[config.mk]
export PLATFORM = sky130hd
export DESIGN_NAME = instr_fetch_unit
export DESIGN_NICKNAME = d
export VERILOG_FILES = /design/src/rtl/instr_fetch_unit.sv
export SDC_FILE = /design/constraint.sdc
export NUM_CORES = 1
export LEC_CHECK = 0
export BUFFER_PORTS_ARGS = -buffer_cell sky130_fd_sc_hd__buf_2
export CORE_MARGIN = 1.5
export CORE_UTILIZATION = 52
export CTS_CLUSTER_SIZE = 30
export DETAILED_ROUTE_END_ITERATION = 10
export GPL_ROUTABILITY_DRIVEN = 1
export PLACE_DENSITY = 0.89
export SETUP_SLACK_MARGIN = 0.05
export SKIP_LAST_GASP = 1
export SLEW_MARGIN = 20
export SYNTH_ARGS = -nofsm -noshare
export SYNTH_HDL_FRONTEND = slang
export SYNTH_SLANG_ARGS = --single-unit
[constraint.sdc]
create_clock -name clk -period 4.9 [get_ports clk]
set_input_delay 0.245 -clock clk [delete_from_list [all_inputs] [get_ports clk]]
set_output_delay 0.245 -clock clk [all_outputs]
set_load 0.01 [all_outputs]
[src/rtl/instr_fetch_unit.sv]
// Instruction fetch: owns the PC, reads a word over the Avalon-style bus and latches it into the instruction register.
// Latency: capture one edge after fetch_start plus one per waitrequest cycle; read is held for as long as waitrequest is high.
module instr_fetch_unit #(
   parameter int                 ADDR_W       = 32,
   parameter logic [ADDR_W-1:0]  RESET_VECTOR = 32'hBFC00000
) (
   input  logic              clk,
   input  logic              reset,
   input  logic              fetch_start,
   input  logic              pc_load,
   input  logic [ADDR_W-1:0] pc_load_value,
   input  logic              waitrequest,
   input  logic [31:0]       readdata,
   output logic              read,
   output logic [ADDR_W-1:0] address,
   output logic [31:0]       instr,
   output logic [5:0]        opcode,
   output logic              instr_valid,
   output logic              busy,
   output logic [ADDR_W-1:0] pc,
   output logic              fetch_error
);

   localparam logic [0:0] S_IDLE = 1'b0;
   localparam logic [0:0] S_READ = 1'b1;

   logic [0:0]        r_state;
   logic [ADDR_W-1:0] r_pc;
   logic [ADDR_W-1:0] r_address;
   logic [31:0]       r_instr;
   logic              r_instr_valid;
   logic              r_fetch_error;
   logic              r_pend_vld;
   logic [ADDR_W-1:0] r_pend_pc;

   logic [ADDR_W-1:0] w_load_aligned;
   logic              w_misaligned;

   assign w_load_aligned = {pc_load_value[ADDR_W-1:2], 2'b00};
   assign w_misaligned   = pc_load && (pc_load_value[1:0] != 2'b00);

   // read is decoded from state so the async reset drops it without a clock edge
   assign read        = (r_state == S_READ);
   assign busy        = (r_state == S_READ);
   assign address     = r_address;
   assign instr       = r_instr;
   assign opcode      = r_instr[31:26];
   assign instr_valid = r_instr_valid;
   assign pc          = r_pc;
   assign fetch_error = r_fetch_error;

   always_ff @(posedge clk or posedge reset) begin
      if (reset) begin
         r_state       <= S_IDLE;
         r_pc          <= RESET_VECTOR;
         r_address     <= RESET_VECTOR;
         r_instr       <= 32'h0;
         r_instr_valid <= 1'b0;
         r_fetch_error <= 1'b0;
         r_pend_vld    <= 1'b0;
         r_pend_pc     <= '0;
      end else begin
         r_instr_valid <= 1'b0;
         if (w_misaligned)
            r_fetch_error <= 1'b1;

         case (r_state)
            S_IDLE: begin
               if (fetch_start) begin
                  r_state   <= S_READ;
                  r_address <= r_pc;
                  // jump issued with the fetch waits until the fetch completes (delay slot)
                  if (pc_load) begin
                     r_pend_vld <= 1'b1;
                     r_pend_pc  <= w_load_aligned;
                  end
               end else if (pc_load) begin
                  r_pc <= w_load_aligned;
               end
            end
            S_READ: begin
               if (!waitrequest) begin
                  r_state       <= S_IDLE;
                  r_instr       <= readdata;
                  r_instr_valid <= 1'b1;
                  r_pend_vld    <= 1'b0;
                  if (pc_load)
                     r_pc <= w_load_aligned;
                  else if (r_pend_vld)
                     r_pc <= r_pend_pc;
                  else
                     r_pc <= r_pc + ADDR_W'(4);
               end else if (pc_load) begin
                  r_pend_vld <= 1'b1;
                  r_pend_pc  <= w_load_aligned;
               end
            end
            default: r_state <= S_IDLE;
         endcase
      end
   end

endmodule
==> impl_results.md, run 1 <==
* Failing checks: negative hold slack
* Initial Utilization at 54.1%
* DP HPWL at 10.1 mm
* Reg-to-reg critical path startpoint: busy
* Antenna Diode Count at 0
* Clk slew on worst S/H paths at 0.06 ns
* Final Hold Vio Count at 37
* Dpl cell area at 6790 sq um
* Later-pin clock latency in the skew report at 0.42 ns
* Routed wire length at 15.5 mm
* Max-cap viol count at 0
* Number of synthesis warnings at 0
* Post-synthesis sequential area ratio at 53.4%
* Async S/R FF share, synth at 100%
* Max-slew violation count at 0
* Final period util at 61.6%
* Ports at 175
* DRC Markers at 0
* Crit path launch: busy
* Most used flip-flop cell after synthesis: dfrtp_1
* DR pass1 iterations at 5
* Final Instance Area at 7470 sq um
* Worst setup SP type: register
* Row cnt at 38
* Initial antenna violation count at 0
* CTS tree: built
* Sw Ratio at 31.3%
* Clock power frac at 33.2%
* Final ANT Viol Nets at 0
* Leading cell type in the layout, fill and taps excluded: buf_2
* Status: finished, violations left
* Synth unique cells at 55
* Root Buffer: clkbuf_16
* Fraction of layout cells with a size suffix above 1 at 49.4%
* PostCTS Resize Cnt at 0
* Remaining global-route overflow at 0
* First-pass GRT wire length at 24.4 mm
* Max Root-Sink Buffers at 2
* Mapped Cells at 499
* Fmax at 331 MHz
* Slowest stage delay, CP at 0.85 ns
* Avg Vias per Cell at 6.01
* Die X at 110 microns
* Core Footprint at 11,000 sq um
* Worst-path maximum fanout at 37
* Number of enable flip-flop cells after synthesis at 0
* Post CTS Setup Buffer Count at 0
* Via count at 4,821
* H-tree levels at 4
* Combinational fraction of design power at 26.2%
* Crit Path Class: register to register
* Sequential share of power at 40.6%
* Total track usage at 26.9%
* Skew final at 0.00674 ns
* Critical Path Slowest Stage Cell: a21o_1
* Final hold slack at -0.0386 ns
* Final core utilization at 68.0%
* I/O Buffers at 170
* Vias in the first global route at 4,866
* Final #Nets at 719
* Top sig layer: met4
* Slew HR at 30.6%
* Final Setup Violations at 0
* Routed wl met3 at 1.06 mm
* CP endpoint kind: register
* Chip Height at 110 microns
* Largest net degree at the start of global routing at 87
* Yosys reg bits at 126
* Internal power at 2.96 mW
* Sw Pwr at 1.35 mW
* Wire per inst at 19.3 microns
* CP arrival at 3.33 ns
* Met1 wire length at 6.17 mm
* Clock buffer count from CTS at 17
* Gp weighted congestion at 0.828
* RSZ-0062 raised after global routing: false
* Pre-CTS WS at 2.04 ns
* Syn_area_per_cell at 11.9 sq um
* Cell Area, Synth at 5940 sq um
* Worst-Margin Slew at 1.04 ns
* PwrDens at 577 nW/um^2
* Lkg Pwr at 3.36 nW
* Commonest cells after routing, fill and taps aside: buf_2 (170), dfrtp_1 (108), mux2_2 (90)
* VDD IR max at 0.336 mV
* CTS Hold Bufs at 0
* First DRT Iteration DRCs at 385
* Area growth from synthesis to layout at 25.7%
* Worst Hold Class: primary input to async pin
* Clock Sinks at 126
* CP cell instances: nor2b_4 > a21o_1 > nand2_1 > o221ai_1
* Die Footprint at 12,100 sq um
* WP data required at 5.21 ns
* Setup TNS at 0 ns
* Routed met2 length at 7.86 mm
* Final WS setup at 1.88 ns
* Clock period minus worst slack at 3.02 ns
## synthesized netlist by cell type (all sizes together), types with 2 or more instances
library cell  instances  area (sq um)
dfrtp               108          2700
mux2                 90          1010
buf                  29           168
nand2                28           105
o21ai                22           110
a21oi                18          90.1
dfstp                18           473
nor2                 18          67.6
clkbuf               17          65.1
and3                 16           100
nand3                15          80.1
nand4                13           111
xor2                 12           105
a221oi               11          96.3
o211ai                9          67.6
nor3                  8          45.0
xnor2                 8          70.1
mux2i                 5          50.1
nor4                  5          50.1
and4                  4          40.0
inv                   4          15.0
nand2b                4          25.0
o31ai                 3          22.5
or3                   3          18.8
a2111oi               2          17.5
a21o                  2          15.0
a221o                 2          20.0
a31oi                 2          12.5
and2                  2          12.5
nor2b                 2          12.5
o21a                  2          15.0
o22ai                 2          12.5
or4                   2          15.0
## registers in the layout, indices dropped and copies added (netlist names)
name,cells
fetch_error,1
busy,1
instr_valid,1
r_pend_pc,30
instr,32
pc,30
address,30
r_pend_vld,1
## cell families after synthesis
group	count (synthesis)	share of synthesized area, %
simple gates	122	11.8
other cells	1	0.0631
xor+xnor	20	2.95
fa+ha+maj	1	0.211
mux	95	17.9
flops	126	53.4
compound gates	84	9.45
buf+inv	50	4.17
## power by group through the flow
stage          Combinational (mW)  Clock (mW)  Sequential, mW
6_report                     1.13        1.43            1.75
3_3_place_gp                 1.08           0            1.73
4_1_cts                      1.14        1.44            1.74
5_1_grt                      1.22        1.49            1.80
3_5_place_dp                 1.12           0            1.75
2_1_floorplan               0.624           0            1.78
## per-stage QoR
| stage | std cells | power [mW] |
|---|---|---|
| 4_1_cts | 802 | 4.32 |
| 3_3_place_gp | 770 | 2.81 |
| 6_report | 802 | 4.31 |
| 2_1_floorplan | 502 | 2.41 |
| 5_1_grt | 802 | 4.51 |
| 3_5_place_dp | 770 | 2.87 |
## layout make-up
type | count | area, sq um
clock buffer | 22 | 464
clock inverter | 10 | 209
fill | 772 | 3510
inverter | 4 | 20.0
multi-input combinational | 326 | 2540
sequential | 126 | 3180
tap | 140 | 175
timing repair buffer | 174 | 881
## worst max-delay path: cells and delay by family, from the launching register on
family | cells | cell delay (ns)
flip-flops | 1 | 0.47
AO/OA/AOI/OAI | 2 | 1.17
AND/OR/NAND/NOR | 2 | 1.25
## per-layer routing
layer  vias to the layer above  global-route usage, %
li1                       2117                      -
met1                      2424                   32.5
met2                       243                   44.7
met3                        37                   6.52
met4                         0                   13.8
met5                         -                      0
## worst paths after layout
path,end,slack (ns),cells after the start
setup / recovery,pc[9],1.88,4
hold / removal,instr[0],-0.04,2
setup reg to reg,pc[9],1.88,4
hold reg to reg,fetch_error,0.46,1
max in group asynchronous,pc[27],3.89,3
min in group clk,instr[25],0.06,2
Note: power is estimated with default switching activity, not from simulation.
==> inputs of run 2 (changes only) <==
Clock period 4.9 ns to 2.8 ns, I/O delays scaled along.
==> run 2 against run 1 <==
The run now ends clean. Fmax grew 34%. Cell area increased by 8.5%. Clock power grew 56%. Total power increased by 72%.
==> impl_results.md, run 2 (synthesis gave the netlist of run 1 again) <==
* Status: complete, no violations
* Clock power frac at 30.0%
* RSZ-0062 raised after global routing: false
* Row cnt at 38
* Critical path buffer and inverter count at 1
* # placed instances at 779
* Max-slew violation count at 0
* Lkg Pwr at 3.64 nW
* Remaining global-route overflow at 0
* Slowest stage delay, CP at 0.74 ns
* DP HPWL at 10.4 mm
* # fillers at 697
* DRC Markers at 0
* Max Root-Sink Buffers at 2
* Hold path cells at 3
* DR pass1 iterations at 6
* Critical Path Slowest Stage Cell: nor3b_2
* Top sig layer: met4
* Setup TNS at 0 ns
* Root Buffer: clkbuf_16
* Final ANT Viol Nets at 0
* Worst setup SP type: register
* Later-pin clock latency in the skew report at 0.42 ns
* CP endpoint kind: register
* Core Footprint at 11,000 sq um
* Vias in the first global route at 5,326
* Crit Path Class: register to register
* PwrDens at 917 nW/um^2
* Total track usage at 30.0%
* Initial Utilization at 54.1%
* CP cell instances: nor2b_4 > buf_4 > nor3b_2 > a221oi_1 > o21ai_1
* Final Hold Vio Count at 0
* Avg Vias per Cell at 5.97
* Power Total at 7.42 mW
* Max-cap viol count at 0
* WP data required at 3.13 ns
* Final Setup Violations at 0
* Die X at 110 microns
* Leading cell type in the layout, fill and taps excluded: buf_2
* H-tree levels at 4
* Fraction of layout cells with a size suffix above 1 at 45.4%
* Via count at 5,215
* Post CTS Setup Buffer Count at 0
* Clock period minus worst slack at 2.25 ns
* Area growth from synthesis to layout at 36.3%
* Wire per inst at 19.8 microns
* Largest net degree at the start of global routing at 41
* Clk slew on worst S/H paths at 0.05 ns
* Gp weighted congestion at 0.886
* Chip Height at 110 microns
* Largest register FFs at 32
* Routed met2 length at 8.64 mm
* I/O Buffers at 170
* Final period util at 80.5%
* Clock buffer count from CTS at 17
* Skew final at 0.00878 ns
* CTS tree: built
* PostCTS Resize Cnt at 0
* Met1 wire length at 6.57 mm
* R2R depth at 5
* First DRT Iteration DRCs at 479
* Sequential share of power at 41.2%
* Die Footprint at 12,100 sq um
* Cell Count, Final, Fillers Out at 874
* Multi-input gate area at 2540 sq um
* Worst-Margin Slew at 0.788 ns
* Commonest cells after routing, fill and taps aside: buf_2 (170), dfrtp_1 (108), mux2_2 (90)
* Initial antenna violation count at 1
* Slew HR at 47.3%
* Register area at 3180 sq um
* Routed wire length at 17.3 mm
* VDD IR max at 0.708 mV
* First-pass GRT wire length at 26.9 mm
* Worst-path maximum fanout at 36
* Top Family by Delay on Critical Path: simple AND/OR/NAND/NOR gates
* Fmax at 444 MHz
* Final #Nets at 791
* Internal power at 5.00 mW
* Combinational fraction of design power at 28.8%
* Sw Ratio at 32.6%
* Sw Pwr at 2.42 mW
* CP arrival at 2.58 ns
* Worst Hold Class: primary input to register
* Flop2flop setup slack at 0.55 ns
* Routed wl met3 at 1.39 mm
* Ports at 175
* Worst path depth at 5
* Clock Sinks at 126
## run 2: stage by stage
step | hold WS (ns) | util (%) | instance area [sq um] | worst slack [ns]
finish | 0.0178 | 73.8 | 8100 | 0.547
global route | 0.00197 | 73.8 | 8100 | 0.380
CTS | 0.00182 | 73.7 | 8100 | 0.607
detailed placement | 0.310 | 62.6 | 6870 | 0.683
global placement | 0.304 | 62.6 | 6870 | 0.840
floorplan | 0.277 | - | 5960 | 0.896
## run 2: worst paths after layout
check,startpoint,to
worst max register to register,busy,pc[16]
min in group asynchronous,reset,pc[4]
worst min register to register,fetch_error,fetch_error
worst min-delay path,fetch_start,busy
worst max-delay path,busy,pc[16]
max in group asynchronous,reset,instr[28]
## run 2: power groups by stage
stage	registers (mW)	clock network [mW]	logic, mW
2_1_floorplan	3.12	0	1.09
3_3_place_gp	2.99	0	1.97
3_5_place_dp	3.04	0	2.02
4_1_cts	3.02	2.24	2.11
5_1_grt	3.13	2.34	2.30
6_report	3.06	2.23	2.14
## run 2: worst reg2reg max path: stages, from the launching register on
cell	delay, ns
dfrtp_1	0.48
nor2b_4	0.21
buf_4	0.41
nor3b_2	0.74
a221oi_1	0.18
o21ai_1	0.15
## run 2: final cells by class
type,instances,area share (%)
Clock buffer,25,5.99
Antenna cell,1,0.0309
Timing Repair Buffer,246,19.6
Inverter,4,0.232
Multi-Input combinational cell,326,31.4
Clock inverter,6,1.33
Sequential cell,126,39.2
Tap cell,140,2.16
## run 2: metal layers
layer | GRT usage, % | vias up
met5 | 0 | -
met4 | 17.6 | 0
met3 | 7.17 | 73
met2 | 49.7 | 324
met1 | 35.6 | 2552
li1 | - | 2266
## run 2: repair_timing
action / in CTS / in global routing
setup endpoints to repair: 0 / 0
endpoints found under the hold margin: 92 / 0
hold buffers: 63 / 0
